`config.mk`:
```
export PLATFORM = sky130hd
export DESIGN_NAME = uart_rx
export DESIGN_NICKNAME = d
export VERILOG_FILES = /design/src/rtl/uart_pkg.sv /design/src/rtl/uart_rx_sync.sv /design/src/rtl/uart_rx.sv
export SDC_FILE = /design/constraint.sdc
export NUM_CORES = 1
export LEC_CHECK = 0
export CORE_MARGIN = 4
export CORE_UTILIZATION = 45
export CTS_CLUSTER_SIZE = 14
export DETAILED_ROUTE_END_ITERATION = 8
export MAX_ROUTING_LAYER = met4
export SLEW_MARGIN = 15
export SYNTH_ARGS = -nofsm -noshare
export SYNTH_HDL_FRONTEND = slang
export SYNTH_SLANG_ARGS = --single-unit
export TNS_END_PERCENT = 50
```
`constraint.sdc`:
```
create_clock -name clk -period 4.6 [get_ports clk]
set_clock_uncertainty 0.05 [all_clocks]
set_input_delay 1.38 -clock clk [delete_from_list [all_inputs] [get_ports clk]]
set_output_delay 1.38 -clock clk [all_outputs]
set_load 0.005 [all_outputs]
```
`src/rtl/uart_pkg.sv`:
```
// Shared UART definitions: receiver state encoding and the default bit period
// used by both the transmitter and the receiver.
package uart_pkg;

  // 100 MHz / 115200 baud
  localparam int unsigned UART_CLKS_PER_BIT = 868;

  typedef enum logic [2:0] {
    IDLE   = 3'd0,
    START  = 3'd1,
    DATA   = 3'd2,
    PARITY = 3'd3,
    STOP   = 3'd4,
    BREAK  = 3'd5
  } rx_state_t;

endpackage

```
`src/rtl/uart_rx_sync.sv`:
```
// Metastability synchronizer for the asynchronous rx line; presets to idle-high.
module uart_rx_sync #(
  parameter int unsigned SYNC_STAGES = 2
) (
  input  logic clk,
  input  logic rst,
  input  logic rx_pin,
  output logic rx_s
);

  logic [SYNC_STAGES-1:0] chain;

  always_ff @(posedge clk) begin
    if (rst) chain <= '1;
    else     chain <= {chain[SYNC_STAGES-2:0], rx_pin};
  end

  assign rx_s = chain[SYNC_STAGES-1];

endmodule

```
`src/rtl/uart_rx.sv`:
```
// 8N1 UART receiver with one-cycle byte/error strobes.
// Define UART_RX_PARITY_EN to add an even-parity bit after data bit 7.
module uart_rx
  import uart_pkg::*;
#(
  parameter int unsigned CLKS_PER_BIT = UART_CLKS_PER_BIT,
  parameter int unsigned SYNC_STAGES  = 2
) (
  input  logic       clk,
  input  logic       rst,
  input  logic       rx_pin,
  output logic [7:0] rx_byte,
  output logic       rx_valid,
  output logic       rx_busy,
  output logic       frame_err,
  output logic       parity_err
);

  localparam int unsigned BAUD_W = $clog2(CLKS_PER_BIT);
  localparam logic [BAUD_W-1:0] HALF_M1 = BAUD_W'(CLKS_PER_BIT / 2 - 1);
  localparam logic [BAUD_W-1:0] FULL_M1 = BAUD_W'(CLKS_PER_BIT - 1);

  rx_state_t         state;
  logic [BAUD_W-1:0] baud_cnt;
  logic [2:0]        bit_idx;
  logic [7:0]        shift_reg;
  logic              rx_s;
  logic              baud_tick;

  uart_rx_sync #(.SYNC_STAGES(SYNC_STAGES)) u_sync (
    .clk    (clk),
    .rst    (rst),
    .rx_pin (rx_pin),
    .rx_s   (rx_s)
  );

  assign baud_tick = (baud_cnt == '0);

`ifdef UART_RX_PARITY_EN
  logic parity_bit;
`else
  assign parity_err = 1'b0;
`endif

  // Every sample point is reached by counting baud_cnt down to zero, so the
  // stop sample returns to IDLE mid-stop-bit and catches a zero-gap start edge.
  always_ff @(posedge clk) begin
    if (rst) begin
      state     <= IDLE;
      baud_cnt  <= '0;
      bit_idx   <= '0;
      shift_reg <= '0;
      rx_byte   <= '0;
      rx_valid  <= 1'b0;
      rx_busy   <= 1'b0;
      frame_err <= 1'b0;
`ifdef UART_RX_PARITY_EN
      parity_bit <= 1'b0;
      parity_err <= 1'b0;
`endif
    end else begin
      rx_valid  <= 1'b0;
      frame_err <= 1'b0;
`ifdef UART_RX_PARITY_EN
      parity_err <= 1'b0;
`endif
      case (state)
        IDLE: begin
          if (!rx_s) begin
            state    <= START;
            baud_cnt <= HALF_M1;
            rx_busy  <= 1'b1;
          end
        end
        START: begin
          if (!baud_tick) begin
            baud_cnt <= baud_cnt - BAUD_W'(1);
          end else if (rx_s) begin
            state   <= IDLE;
            rx_busy <= 1'b0;
          end else begin
            state    <= DATA;
            bit_idx  <= '0;
            baud_cnt <= FULL_M1;
          end
        end
        DATA: begin
          if (!baud_tick) begin
            baud_cnt <= baud_cnt - BAUD_W'(1);
          end else begin
            shift_reg <= {rx_s, shift_reg[7:1]};
            baud_cnt  <= FULL_M1;
            bit_idx   <= bit_idx + 3'd1;
            if (bit_idx == 3'd7) begin
`ifdef UART_RX_PARITY_EN
              state <= PARITY;
`else
              state <= STOP;
`endif
            end
          end
        end
`ifdef UART_RX_PARITY_EN
        PARITY: begin
          if (!baud_tick) begin
            baud_cnt <= baud_cnt - BAUD_W'(1);
          end else begin
            parity_bit <= rx_s;
            baud_cnt   <= FULL_M1;
            state      <= STOP;
          end
        end
`endif
        STOP: begin
          if (!baud_tick) begin
            baud_cnt <= baud_cnt - BAUD_W'(1);
          end else if (!rx_s) begin
            frame_err <= 1'b1;
            state     <= BREAK;
          end else begin
            state   <= IDLE;
            rx_busy <= 1'b0;
`ifdef UART_RX_PARITY_EN
            if (parity_bit != ^shift_reg) begin
              parity_err <= 1'b1;
            end else begin
              rx_valid <= 1'b1;
              rx_byte  <= shift_reg;
            end
`else
            rx_valid <= 1'b1;
            rx_byte  <= shift_reg;
`endif
          end
        end
        BREAK: begin
          if (rx_s) begin
            state   <= IDLE;
            rx_busy <= 1'b0;
          end
        end
        default: begin
          state   <= IDLE;
          rx_busy <= 1'b0;
        end
      endcase
    end
  end

endmodule

```
---- Yosys cells after proc, flatten, opt, wreduce, memory -nomap -nowiden ----
Index checks and enable logic that the tools add are counted.
operators by class
  bitwise logic cells ..................... 3
  multiplexer cells ....................... 25
  add/sub/neg operators ................... 2
  reductions and logical operators ........ 12
  equal/unequal tests ..................... 15
operators with widths
  kind                                                                  count
  10-bit two-way mux                                                    5
  10-bit one-hot mux with 4 select lines                                1
  3-bit two-way mux                                                     10
  3-bit one-hot mux with 5 select lines                                 1
  2-bit != test, second input constant                                  7
  10-bit zero test                                                      1
  10-bit by 1-bit subtractor with 10-bit output, second input constant  1
  3-bit == test, second input constant                                  3
  4-bit AND reduction                                                   2
  3-bit one-hot mux with 2 select lines                                 1
  3-bit AND reduction                                                   2
  6-bit AND reduction                                                   1
  1-bit two-way mux                                                     5
  2-bit by 1-bit != test with 1-bit output, second input constant       2
  1-bit one-hot mux with 4 select lines                                 1
  4-bit nonzero test                                                    1
  3-bit by 1-bit adder with 3-bit output, second input constant         1
  3-bit by 1-bit == test with 1-bit output, second input constant       1
  3-bit by 2-bit == test with 1-bit output, second input constant       1
  3-bit zero test                                                       1
  3-bit != test, second input constant                                  1
  1-bit inverter                                                        3
  3-bit OR reduction                                                    1
  2-bit two-way mux                                                     1
  other kinds (3)                                                       3
word-level totals
  register bits after elaboration ......... 37
  output and inout bits ................... 12
  logic and storage cells ................. 66
  input bits .............................. 3

---- Logic depth before layout (Yosys ltp) ----
Gate-level depths: netlist (run 1).
  depth after elaboration ................. 4
  depth in mapped cells ................... 8
  gate-level depth less buffers ........... 7

---- Hierarchy ----
A second synthesis (run 1) with hierarchy kept.
second synthesis, totals
  cells, all modules ...................... 196
  area, all modules ....................... 1750.4 um^2
modules (own cells, without submodules)
  module        area an instance (um^2)  cells each  sequential area each (um^2)  times used
  uart_rx       1697.9                   192         700.7                        1
  uart_rx_sync  52.6                     4           40.0                         1

---- Least setup slack after synthesis (run 1) ----
Ideal clock, no wire load.
  path kind ............................... input port to flip-flop
  from .................................... in rst
  to ...................................... reg state[1]
  required time ........................... 4.417 ns
  slack ................................... 2.197 ns
  stages .................................. 3
  data arrival time ....................... 2.220 ns
  path buffers ............................ 2
  path through ............................ buf_6 -> dlygate4sd3_1 -> a21oi_1
RTL lines
  what                  line           source
  from (decl)           uart_rx.sv:10  input logic rst,
  to (signal assigned)  uart_rx.sv:49  state <= IDLE;
  to (signal assigned)  uart_rx.sv:70  state <= START;
  to (signal assigned)  uart_rx.sv:79  state <= IDLE;
  to (decl)             uart_rx.sv:23  rx_state_t state;
No word-level cell between the ends.

==> flow_metrics.env, run 1 <==
export IMPL_status="complete, no violations"
export IMPL_post_synth_and_or_nand_nor_area_fraction_pct=20.8
export IMPL_wl_met3_um=183
export IMPL_top_signal_layer_used="met4"
export IMPL_wirelength_um=3730
export IMPL_max_freq_mhz=355
export IMPL_netlist_area_leader_share_pct=40.9
export IMPL_hold_viol_final=0
export IMPL_comb_power_share_pct=15.9
export IMPL_yosys_area_share_adder_pct=2.76
export IMPL_final_setup_tns_ps=0
export IMPL_synth_yosys_warnings=0
export IMPL_placementRows=22
export IMPL_cp_max_fo=35
export IMPL_finalSetupViolCount=0
export IMPL_wl_per_cell_um=14.4
export IMPL_detail_route_iter0_violations=125
export IMPL_die_x_um=71.5
export IMPL_worst_case_headroom_to_the_max_slew_limit_pct=57.5
export IMPL_numPortBuffers=13
export IMPL_internal_power_mw=0.475
export IMPL_slowest_delay_ps=460
export IMPL_dr_pass1_iters=4
export IMPL_clkSinkCount=37
export IMPL_yosys_most_used_dff="sky130_fd_sc_hd__dfxtp_1"
export IMPL_finish_net_count=217
export IMPL_power_switching_mw=0.190
export IMPL_worst_margin_slew_ps=636
export IMPL_largest_reg_flops=10
export IMPL_gr_usage_all_layers_pct=15.4
export IMPL_global_route_overflow_total=0
export IMPL_total_number_of_vias=1458
export IMPL_diodes=0
export IMPL_route_antenna_remaining_nets=0
export IMPL_synth_sequential_area_ratio_pct=40.9
export IMPL_crit_reg2reg_capture="rx_byte[3]"
export IMPL_clockBufferDepth=2
export IMPL_swShare_pct=28.5
export IMPL_tritoncts="yes"
export IMPL_timing_critical_path_from="rst"
export IMPL_postSynth_asyncResetShare_pct=0
export IMPL_synth_top_family_by_area="compound AO/OA/AOI/OAI gates"
export IMPL_grt_setup_unrepaired="no"
export IMPL_worst_path_stages=6
export IMPL_synth_ff_latch_count=37
export IMPL_critical_path_required_ps=4720
export IMPL_grt_antenna_before_repair=0
export IMPL_regToRegStartpoint="baud_cnt[2]"
export IMPL_reg2reg_slack_ps=2480
export IMPL_worst_endpoint_arrival_ps=2940
export IMPL_post_synth_num_cell_types=51
export IMPL_cellLeakagePower_nw=0.735
export IMPL_detail_route_drc_violations=0
export IMPL_first_global_vias=1286
export IMPL_synth_largest_area_cell="sky130_fd_sc_hd__dfxtp_1"
export IMPL_ios=15
export IMPL_post_synth_cell_area_avg_um2=8.97
export IMPL_pin_count_of_the_biggest_net_entering_global_routing=36
export IMPL_areaGrowthSynthToFinish_pct=9.46
export IMPL_numCtsBuffers=5
export IMPL_grt_pass1_wl_um=6220
export IMPL_post_route_cells_drive_above_1_share_pct=12.3
export IMPL_timing_final_crit_period_ps=2820
export IMPL_synthXorXnorAreaFrac_pct=1.45
export IMPL_synth_compound_area_share_pct=21.6
export IMPL_postCtsResizedCells=0
export IMPL_h_tree_depth=2
export IMPL_edff_count_synth=0
export IMPL_floorplan_initialDensity_pct=48.0
export IMPL_drv_cap=0
export IMPL_synth_cells=202
export IMPL_timing_critical_path_from_type="input port"
export IMPL_vdd_ir_drop_worst_uv=202
export IMPL_ctsRootBufferMaster="sky130_fd_sc_hd__clkbuf_8"
export IMPL_route_met2_wl_um=1750
export IMPL_floorplan_core_area_mm2=0.00377
export IMPL_gp_routability_congestion=0.796
export IMPL_path_class="in2reg"
export IMPL_via_per_inst=5.63
export IMPL_clk_pin_slew_worst_paths_ps=80
export IMPL_synth_cell_area_mm2=0.00181
export IMPL_crit_buf_inv=3
export IMPL_cts_hold_fix_buffers=0
export IMPL_final_max_slew_violation_count=0
export IMPL_final_period_utilization_pct=61.3
export IMPL_critical_path_top_delay_family="buffers and inverters"
export IMPL_timing_reg2reg_worst_path_depth=5
export IMPL_pwr_density_cell_mw_per_mm2=335
export IMPL_post_route_util_pct=52.6
export IMPL_worst_skew_pair_late_latency_ps=280
export IMPL_design_die_area_mm2=0.00511
export IMPL_critPathSlowestCell="sky130_fd_sc_hd__clkdlybuf4s50_1"
export IMPL_synth_nets=209
export IMPL_min_path_type="reg2reg"
export IMPL_route_layer_met1_wl_um=1770
export IMPL_worst_setup_path_end_kind="register"
export IMPL_seqPwrFrac_pct=51.2
export IMPL_die_height_um=71.5
export IMPL_crit_chain="clkdlybuf4s50_1 > buf_4 > inv_1 > o311ai_0 > o22ai_1 > a41o_1"
export IMPL_p_clk_share_pct=32.9
export IMPL_yosys_mux_area_fraction_pct=4.42
export IMPL_post_cts_buffers=0
export IMPL_synth_area_leaders="sky130_fd_sc_hd__dfxtp_1 (41%), sky130_fd_sc_hd__a21oi_1 (5.8%), sky130_fd_sc_hd__nand2_1 (5.2%)"
export IMPL_crit_path_end="baud_cnt[3]"
export IMPL_hpwl_um=2580
==> Yosys cell counts (2+ instances only) <==
| library cell | count |
|---|---|
| sky130_fd_sc_hd__a21oi_1 | 21 |
| sky130_fd_sc_hd__a32oi_1 | 2 |
| sky130_fd_sc_hd__buf_2 | 3 |
| sky130_fd_sc_hd__buf_6 | 4 |
| sky130_fd_sc_hd__clkbuf_1 | 3 |
| sky130_fd_sc_hd__clkbuf_8 | 2 |
| sky130_fd_sc_hd__dfxtp_1 | 37 |
| sky130_fd_sc_hd__ha_1 | 4 |
| sky130_fd_sc_hd__inv_1 | 7 |
| sky130_fd_sc_hd__mux2i_1 | 8 |
| sky130_fd_sc_hd__nand2_1 | 25 |
| sky130_fd_sc_hd__nand2b_1 | 2 |
| sky130_fd_sc_hd__nand3_1 | 4 |
| sky130_fd_sc_hd__nand4_1 | 2 |
| sky130_fd_sc_hd__nor2_1 | 22 |
| sky130_fd_sc_hd__nor3_1 | 8 |
| sky130_fd_sc_hd__nor3b_1 | 3 |
| sky130_fd_sc_hd__o21a_1 | 2 |
| sky130_fd_sc_hd__o21ai_0 | 8 |
| sky130_fd_sc_hd__or2_2 | 2 |
| sky130_fd_sc_hd__xnor2_1 | 3 |
==> cells by family after synthesis <==
kind of cell               Yosys count
and+or+nand+nor                     77
AOI/OAI and AO/OA                   51
DFF                                 37
buffers and inverters               21
muxes                                8
adders and majority gates            4
xor gates and xnor gates             3
other                                1
==> how the worst min path moves through the flow <==
stage,start,to,slack (ps),cells past startpoint
after floorplan,u_sync.chain[0],u_sync.chain[1],340,1
after global placement,u_sync.chain[0],u_sync.chain[1],350,1
after detailed placement,u_sync.chain[0],u_sync.chain[1],350,1
after CTS,u_sync.chain[0],u_sync.chain[1],370,1
after global routing,u_sync.chain[0],u_sync.chain[1],370,1
final,u_sync.chain[0],u_sync.chain[1],370,1
==> routing by layer <==
metal,GRT usage [%],vias to the layer above
li1,-,727
met5,-,-
met2,22.7,40
met3,3.79,4
met4,4.38,0
met1,21.1,687
==> cell usage in the layout, fill, tap and decap left out, types with 2 or more instances in the layout <==
cell                              count
sky130_fd_sc_hd__mux2i_1              8
sky130_fd_sc_hd__clkinv_2             2
sky130_fd_sc_hd__clkbuf_8             5
sky130_fd_sc_hd__a21oi_1             21
sky130_fd_sc_hd__nor2_1              22
sky130_fd_sc_hd__nor3_1               8
sky130_fd_sc_hd__o21a_1               2
sky130_fd_sc_hd__ha_1                 4
sky130_fd_sc_hd__xnor2_1              3
sky130_fd_sc_hd__inv_1                7
sky130_fd_sc_hd__nor3b_1              3
sky130_fd_sc_hd__nand3_1              4
sky130_fd_sc_hd__nand2b_1             2
sky130_fd_sc_hd__buf_4                2
sky130_fd_sc_hd__nand2_1             25
sky130_fd_sc_hd__dfxtp_1             37
sky130_fd_sc_hd__or2_2                2
sky130_fd_sc_hd__nand4_1              2
sky130_fd_sc_hd__clkdlybuf4s50_1     13
sky130_fd_sc_hd__a32oi_1              2
sky130_fd_sc_hd__o21ai_0              8
==> power groups by stage <==
stage,combinational [mW],clock [mW],sequential [mW]
floorplan,0.0957,0,0.344
global placement,0.102,0,0.347
detailed placement,0.105,0,0.347
CTS,0.105,0.223,0.340
global route,0.117,0.239,0.341
finish,0.106,0.219,0.340
==> per-stage QoR <==
| step | instance area (µm²) | std cells | hold WS, ps | power [mW] | setup WS [ps] |
|---|---|---|---|---|---|
| 2_1_floorplan | 1810 | 202 | 339 | 0.439 | 2200 |
| 3_3_place_gp | 1900 | 251 | 350 | 0.448 | 1600 |
| 3_5_place_dp | 1900 | 251 | 350 | 0.452 | 1490 |
| 4_1_cts | 1980 | 259 | 367 | 0.668 | 1780 |
| 5_1_grt | 1980 | 259 | 375 | 0.697 | 1680 |
| 6_report | 1980 | 259 | 370 | 0.665 | 1780 |
==> layout make-up <==
| cell class | count | area, µm² |
|---|---|---|
| tap | 48 | 60.1 |
| inverter | 7 | 26.3 |
| multi-input combinational | 144 | 928 |
| clock inverter | 2 | 10.0 |
| clock buffer | 6 | 72.6 |
| timing repair buffer | 15 | 145 |
| fill | 333 | 1790 |
| sequential | 37 | 741 |
Note: power is estimated with default switching activity, not from simulation.
==> inputs of run 2 (changes only) <==
==> constraint.sdc (replaced) <==
create_clock -name clk -period 2.9 [get_ports clk]
set_clock_uncertainty 0.05 [all_clocks]
set_input_delay 0.87 -clock clk [delete_from_list [all_inputs] [get_ports clk]]
set_output_delay 0.87 -clock clk [all_outputs]
set_load 0.005 [all_outputs]
==> flow_metrics.env, run 2 (synthesized netlist as in run 1, its figures left out) <==
export IMPL_status="complete, no violations"
export IMPL_cellLeakagePower_nw=0.748
export IMPL_wirelength_um=3560
export IMPL_pin_count_of_the_biggest_net_entering_global_routing=35
export IMPL_route_antenna_remaining_nets=0
export IMPL_numCtsBuffers=5
export IMPL_postCtsResizedCells=0
export IMPL_max_freq_mhz=474
export IMPL_worst_endpoint_arrival_ps=1190
export IMPL_worst_skew_pair_late_latency_ps=290
export IMPL_clkSinkCount=37
export IMPL_timing_critical_path_from_type="register"
export IMPL_vdd_ir_drop_worst_uv=330
export IMPL_cts_hold_fix_buffers=0
export IMPL_h_tree_depth=2
export IMPL_first_global_vias=1315
export IMPL_pwr_density_cell_mw_per_mm2=576
export IMPL_floorplan_core_area_mm2=0.00377
export IMPL_critical_path_top_delay_family="buffers and inverters"
export IMPL_grt_antenna_before_repair=0
export IMPL_layout_cells_most_common_list="sky130_fd_sc_hd__dfxtp_1 (37), sky130_fd_sc_hd__nand2_1 (25), sky130_fd_sc_hd__nor2_1 (22)"
export IMPL_clockBufferDepth=2
export IMPL_post_cts_buffers=0
export IMPL_seqPwrFrac_pct=46.3
export IMPL_worst_margin_slew_ps=636
export IMPL_cp_max_fo=4
export IMPL_crit_buf_inv=1
export IMPL_worst_case_headroom_to_the_max_slew_limit_pct=57.5
export IMPL_final_period_utilization_pct=72.7
export IMPL_detail_route_drc_violations=0
export IMPL_global_route_overflow_total=0
export IMPL_grt_setup_unrepaired="no"
export IMPL_worst_setup_path_end_kind="output port"
export IMPL_swShare_pct=25.6
export IMPL_gr_usage_all_layers_pct=15.3
export IMPL_final_max_slew_violation_count=0
export IMPL_grt_pass1_wl_um=6000
export IMPL_placementRows=22
export IMPL_ios=15
export IMPL_total_number_of_vias=1447
export IMPL_crit_chain="clkdlybuf4s50_1"
export IMPL_diodes=0
export IMPL_floorplan_initialDensity_pct=48.0
export IMPL_critPathSlowestCell="sky130_fd_sc_hd__clkdlybuf4s50_1"
export IMPL_power_switching_mw=0.298
export IMPL_critical_path_required_ps=1980
export IMPL_internal_power_mw=0.866
export IMPL_tritoncts="yes"
export IMPL_path_class="reg2out"
export IMPL_detail_route_iter0_violations=68
export IMPL_ctsRootBufferMaster="sky130_fd_sc_hd__clkbuf_8"
export IMPL_timing_final_crit_period_ps=2110
export IMPL_slowest_delay_ps=520
export IMPL_final_common_cell="sky130_fd_sc_hd__dfxtp_1"
export IMPL_numPortBuffers=13
export IMPL_final_setup_tns_ps=0
export IMPL_fin_hold_ws_ps=358
export IMPL_largest_reg_flops=10
export IMPL_die_x_um=71.5
export IMPL_comb_power_share_pct=14.2
export IMPL_p_clk_share_pct=39.6
export IMPL_hpwl_um=2500
export IMPL_die_height_um=71.5
export IMPL_post_route_cells_drive_above_1_share_pct=12.8
export IMPL_gp_routability_congestion=0.813
export IMPL_drv_cap=0
export IMPL_min_path_type="reg2reg"
export IMPL_reg2reg_slack_ps=810
export IMPL_dr_pass1_iters=4
export IMPL_hold_viol_final=0
export IMPL_finish_net_count=217
export IMPL_design_die_area_mm2=0.00511
export IMPL_finalSetupViolCount=0
export IMPL_wl_per_cell_um=13.7
export IMPL_areaGrowthSynthToFinish_pct=11.5
export IMPL_clk_pin_slew_worst_paths_ps=70
export IMPL_via_per_inst=5.59
run 2: cell types whose count changed in the layout (fill, tap and decap cells not counted), sizes merged:
cell      change
bufinv        +1
clkinvlp      +1
clkinv        -2
run 2: area by class of cell:
type,count,area [µm²]
Multi-Input combinational cell,144,928
Fill cell,331,1750
Clock inverter,2,37.5
Sequential cell,37,741
Inverter,7,26.3
Clock buffer,6,82.6
Tap cell,48,60.1
Timing Repair Buffer,15,145
run 2: power groups by stage:
stage	registers [mW]	logic [mW]	clock network, mW
final	0.539	0.165	0.461
after global routing	0.540	0.184	0.497
after floorplan	0.545	0.152	0
after CTS	0.538	0.165	0.471
after global placement	0.549	0.161	0
after detailed placement	0.550	0.165	0
run 2: layer usage:
layer | up-vias | part of all wire, % | track usage (%)
li1 | 724 | - | -
met1 | 686 | 48 | 19.4
met2 | 30 | 46 | 22.7
met3 | 7 | 4.4 | 3.79
met4 | 0 | 1.9 | 7.72
met5 | - | 0 | -
run 2: stage by stage:
| stage | setup WS (ps) | cell area (µm²) | utilization [%] | power [mW] | instances |
|---|---|---|---|---|---|
| after floorplan | 1010 | 1810 | - | 0.697 | 202 |
| after global placement | 729 | 1900 | 50.4 | 0.711 | 251 |
| after detailed placement | 709 | 1900 | 50.4 | 0.715 | 251 |
| after CTS | 789 | 2020 | 53.6 | 1.17 | 259 |
| after global routing | 600 | 2020 | 53.6 | 1.22 | 259 |
| final | 792 | 2020 | 53.6 | 1.16 | 259 |
run 2: worst paths after layout:
| check | from | endpoint | cells past startpoint |
|---|---|---|---|
| max | rx_busy | rx_busy | 1 |
| min reg2reg | u_sync.chain[0] | u_sync.chain[1] | 1 |
| min | u_sync.chain[0] | u_sync.chain[1] | 1 |
| max reg2reg | baud_cnt[7] | rx_byte[7] | 5 |
==> inputs of run 3 (changes only) <==
--- a/config.mk
+++ b/config.mk
@@ -10,6 +10,7 @@
 export CTS_CLUSTER_SIZE = 14
 export DETAILED_ROUTE_END_ITERATION = 8
 export MAX_ROUTING_LAYER = met4
+export PLACE_DENSITY = 0.67
 export SLEW_MARGIN = 15
 export SYNTH_ARGS = -nofsm -noshare
 export SYNTH_HDL_FRONTEND = slang
==> constraint.sdc (replaced) <==
create_clock -name clk -period 1.8 [get_ports clk]
set_clock_uncertainty 0.05 [all_clocks]
set_input_delay 0.54 -clock clk [delete_from_list [all_inputs] [get_ports clk]]
set_output_delay 0.54 -clock clk [all_outputs]
set_load 0.005 [all_outputs]
==> flow_metrics.env, run 3 (synthesized netlist as in run 1, its figures left out) <==
export IMPL_crit_buf_inv=1
export IMPL_final_common_cell="sky130_fd_sc_hd__dfxtp_1"
export IMPL_clkSinkCount=37
export IMPL_wl_per_cell_um=14.2
export IMPL_detail_route_drc_violations=0
export IMPL_detail_route_iter0_violations=111
export IMPL_worst_case_headroom_to_the_max_slew_limit_pct=65.1
export IMPL_crit_chain="clkdlybuf4s50_1"
export IMPL_via_per_inst=5.51
export IMPL_dr_pass1_iters=4
export IMPL_gr_usage_all_layers_pct=16.7
export IMPL_min_path_type="reg2reg"
export IMPL_max_freq_mhz=578
export IMPL_pwr_density_cell_mw_per_mm2=812
export IMPL_placed_cell_area_mm2=0.00209
export IMPL_post_route_cells_drive_above_1_share_pct=25.8
export IMPL_global_route_overflow_total=0
export IMPL_final_max_slew_violation_count=0
export IMPL_tritoncts="yes"
export IMPL_post_route_util_pct=59.1
export IMPL_slowest_delay_ps=520
export IMPL_layout_cells_most_common_list="sky130_fd_sc_hd__dfxtp_1 (35), sky130_fd_sc_hd__buf_4 (25), sky130_fd_sc_hd__nand2_1 (24)"
export IMPL_timing_critical_path_from="rx_byte[3]"
export IMPL_floorplan_core_area_mm2=0.00377
export IMPL_first_global_vias=1495
export IMPL_drv_cap=0
export IMPL_gp_routability_congestion=0.928
export IMPL_design_die_area_mm2=0.00511
export IMPL_worst_setup_path_end_kind="output port"
export IMPL_path_class="reg2out"
export IMPL_cp_max_fo=2
export IMPL_vdd_ir_drop_worst_uv=452
export IMPL_route_antenna_remaining_nets=0
export IMPL_critical_path_top_delay_family="buffers and inverters"
export IMPL_floorplan_initialDensity_pct=48.0
export IMPL_finish_instance_area_mm2=0.00223
export IMPL_cts_hold_fix_buffers=0
export IMPL_largest_reg_flops=10
export IMPL_hpwl_um=2840
export IMPL_worst_endpoint_arrival_ps=1140
export IMPL_numCtsBuffers=5
export IMPL_final_period_utilization_pct=96.2
export IMPL_reg2reg_slack_ps=90
export IMPL_critPathSlowestCell="sky130_fd_sc_hd__clkdlybuf4s50_1"
export IMPL_numPortBuffers=13
export IMPL_hp_start="u_sync.chain[0]"
export IMPL_finalSetupViolCount=0
export IMPL_wirelength_um=4030
export IMPL_timing_critical_path_from_type="register"
export IMPL_worst_margin_slew_ps=521
export IMPL_timing_reg2reg_worst_path_depth=6
export IMPL_regToRegStartpoint="baud_cnt[9]"
export IMPL_clockBufferDepth=2
export IMPL_crit_reg2reg_capture="baud_cnt[2]"
export IMPL_clk_pin_slew_worst_paths_ps=70
export IMPL_grt_antenna_before_repair=0
export IMPL_grt_pass1_wl_um=6620
export IMPL_status="complete, no violations"
export IMPL_total_number_of_vias=1564
export IMPL_placementRows=22
export IMPL_timing_final_crit_period_ps=1730
export IMPL_grt_setup_unrepaired="yes"
export IMPL_areaGrowthSynthToFinish_pct=22.9
export IMPL_fin_hold_ws_ps=362
export IMPL_cellLeakagePower_nw=0.876
export IMPL_crit_path_end="rx_byte[3]"
export IMPL_hold_viol_final=0
export IMPL_die_height_um=71.5
export IMPL_critical_path_required_ps=1210
export IMPL_ctsRootBufferMaster="sky130_fd_sc_hd__clkbuf_8"
export IMPL_worst_path_stages=1
export IMPL_worst_skew_pair_late_latency_ps=290
export IMPL_ios=15
export IMPL_finish_net_count=242
export IMPL_diodes=0
export IMPL_pin_count_of_the_biggest_net_entering_global_routing=18
export IMPL_h_tree_depth=2
export IMPL_die_x_um=71.5
run 3: cell types whose count changed in the layout (fill, tap and decap cells not counted), moves of 2 or more:
cell,delta
sky130_fd_sc_hd__dfxtp_2,+2
sky130_fd_sc_hd__dfxtp_1,-2
sky130_fd_sc_hd__clkinv_2,+2
sky130_fd_sc_hd__buf_4,+23
run 3: cell type report:
class	count	area, µm²
Clock buffer	6	72.6
Tap cell	48	60.1
Inverter	7	26.3
Multi-Input combinational cell	145	977
Fill cell	325	1540
Timing Repair Buffer	39	338
Clock inverter	2	10.0
Sequential cell	37	743
run 3: timing repair:
action,CTS,global route
hold endpoints to repair,0,0
resized for setup,1,11
gates cloned,0,1
endpoints found under the setup margin,4,25
pin swaps,0,2
setup buffers,0,0
run 3: worst min-delay path by stage:
stage	end	cells after the start	slack, ps
finish	u_sync.chain[1]	1	360
global route	u_sync.chain[1]	1	390
CTS	u_sync.chain[1]	1	370
detailed placement	u_sync.chain[1]	1	350
global placement	u_sync.chain[1]	1	350
floorplan	u_sync.chain[1]	1	340
run 3: routing by layer:
layer | share of wire [%] | wire length (µm) | track usage (%) | up-vias
li1 | - | - | - | 778
met1 | 45 | 1820 | 21.1 | 734
met2 | 49 | 1980 | 25.4 | 43
met3 | 4.5 | 180 | 3.37 | 9
met4 | 1.3 | 53 | 8.14 | 0
met5 | 0 | 0 | - | -
run 3: metrics by stage:
step	setup slack (ps)	TNS (ps)	std cells	power, mW
after floorplan	10.5	0	202	1.12
after global placement	65.0	0	275	1.22
after detailed placement	-10.7	-20.6	275	1.24
after CTS	13.3	0	283	1.79
after global routing	-29.2	-42.1	284	1.89
final	68.8	0	284	1.81
run 3: where the power goes:
| group | switching [mW] | leakage, nW | internal [mW] |
|---|---|---|---|
| Sequential | 0.0270 | 0.301 | 0.841 |
| Clock | 0.290 | 0.0450 | 0.268 |
| Combinational | 0.207 | 0.530 | 0.176 |
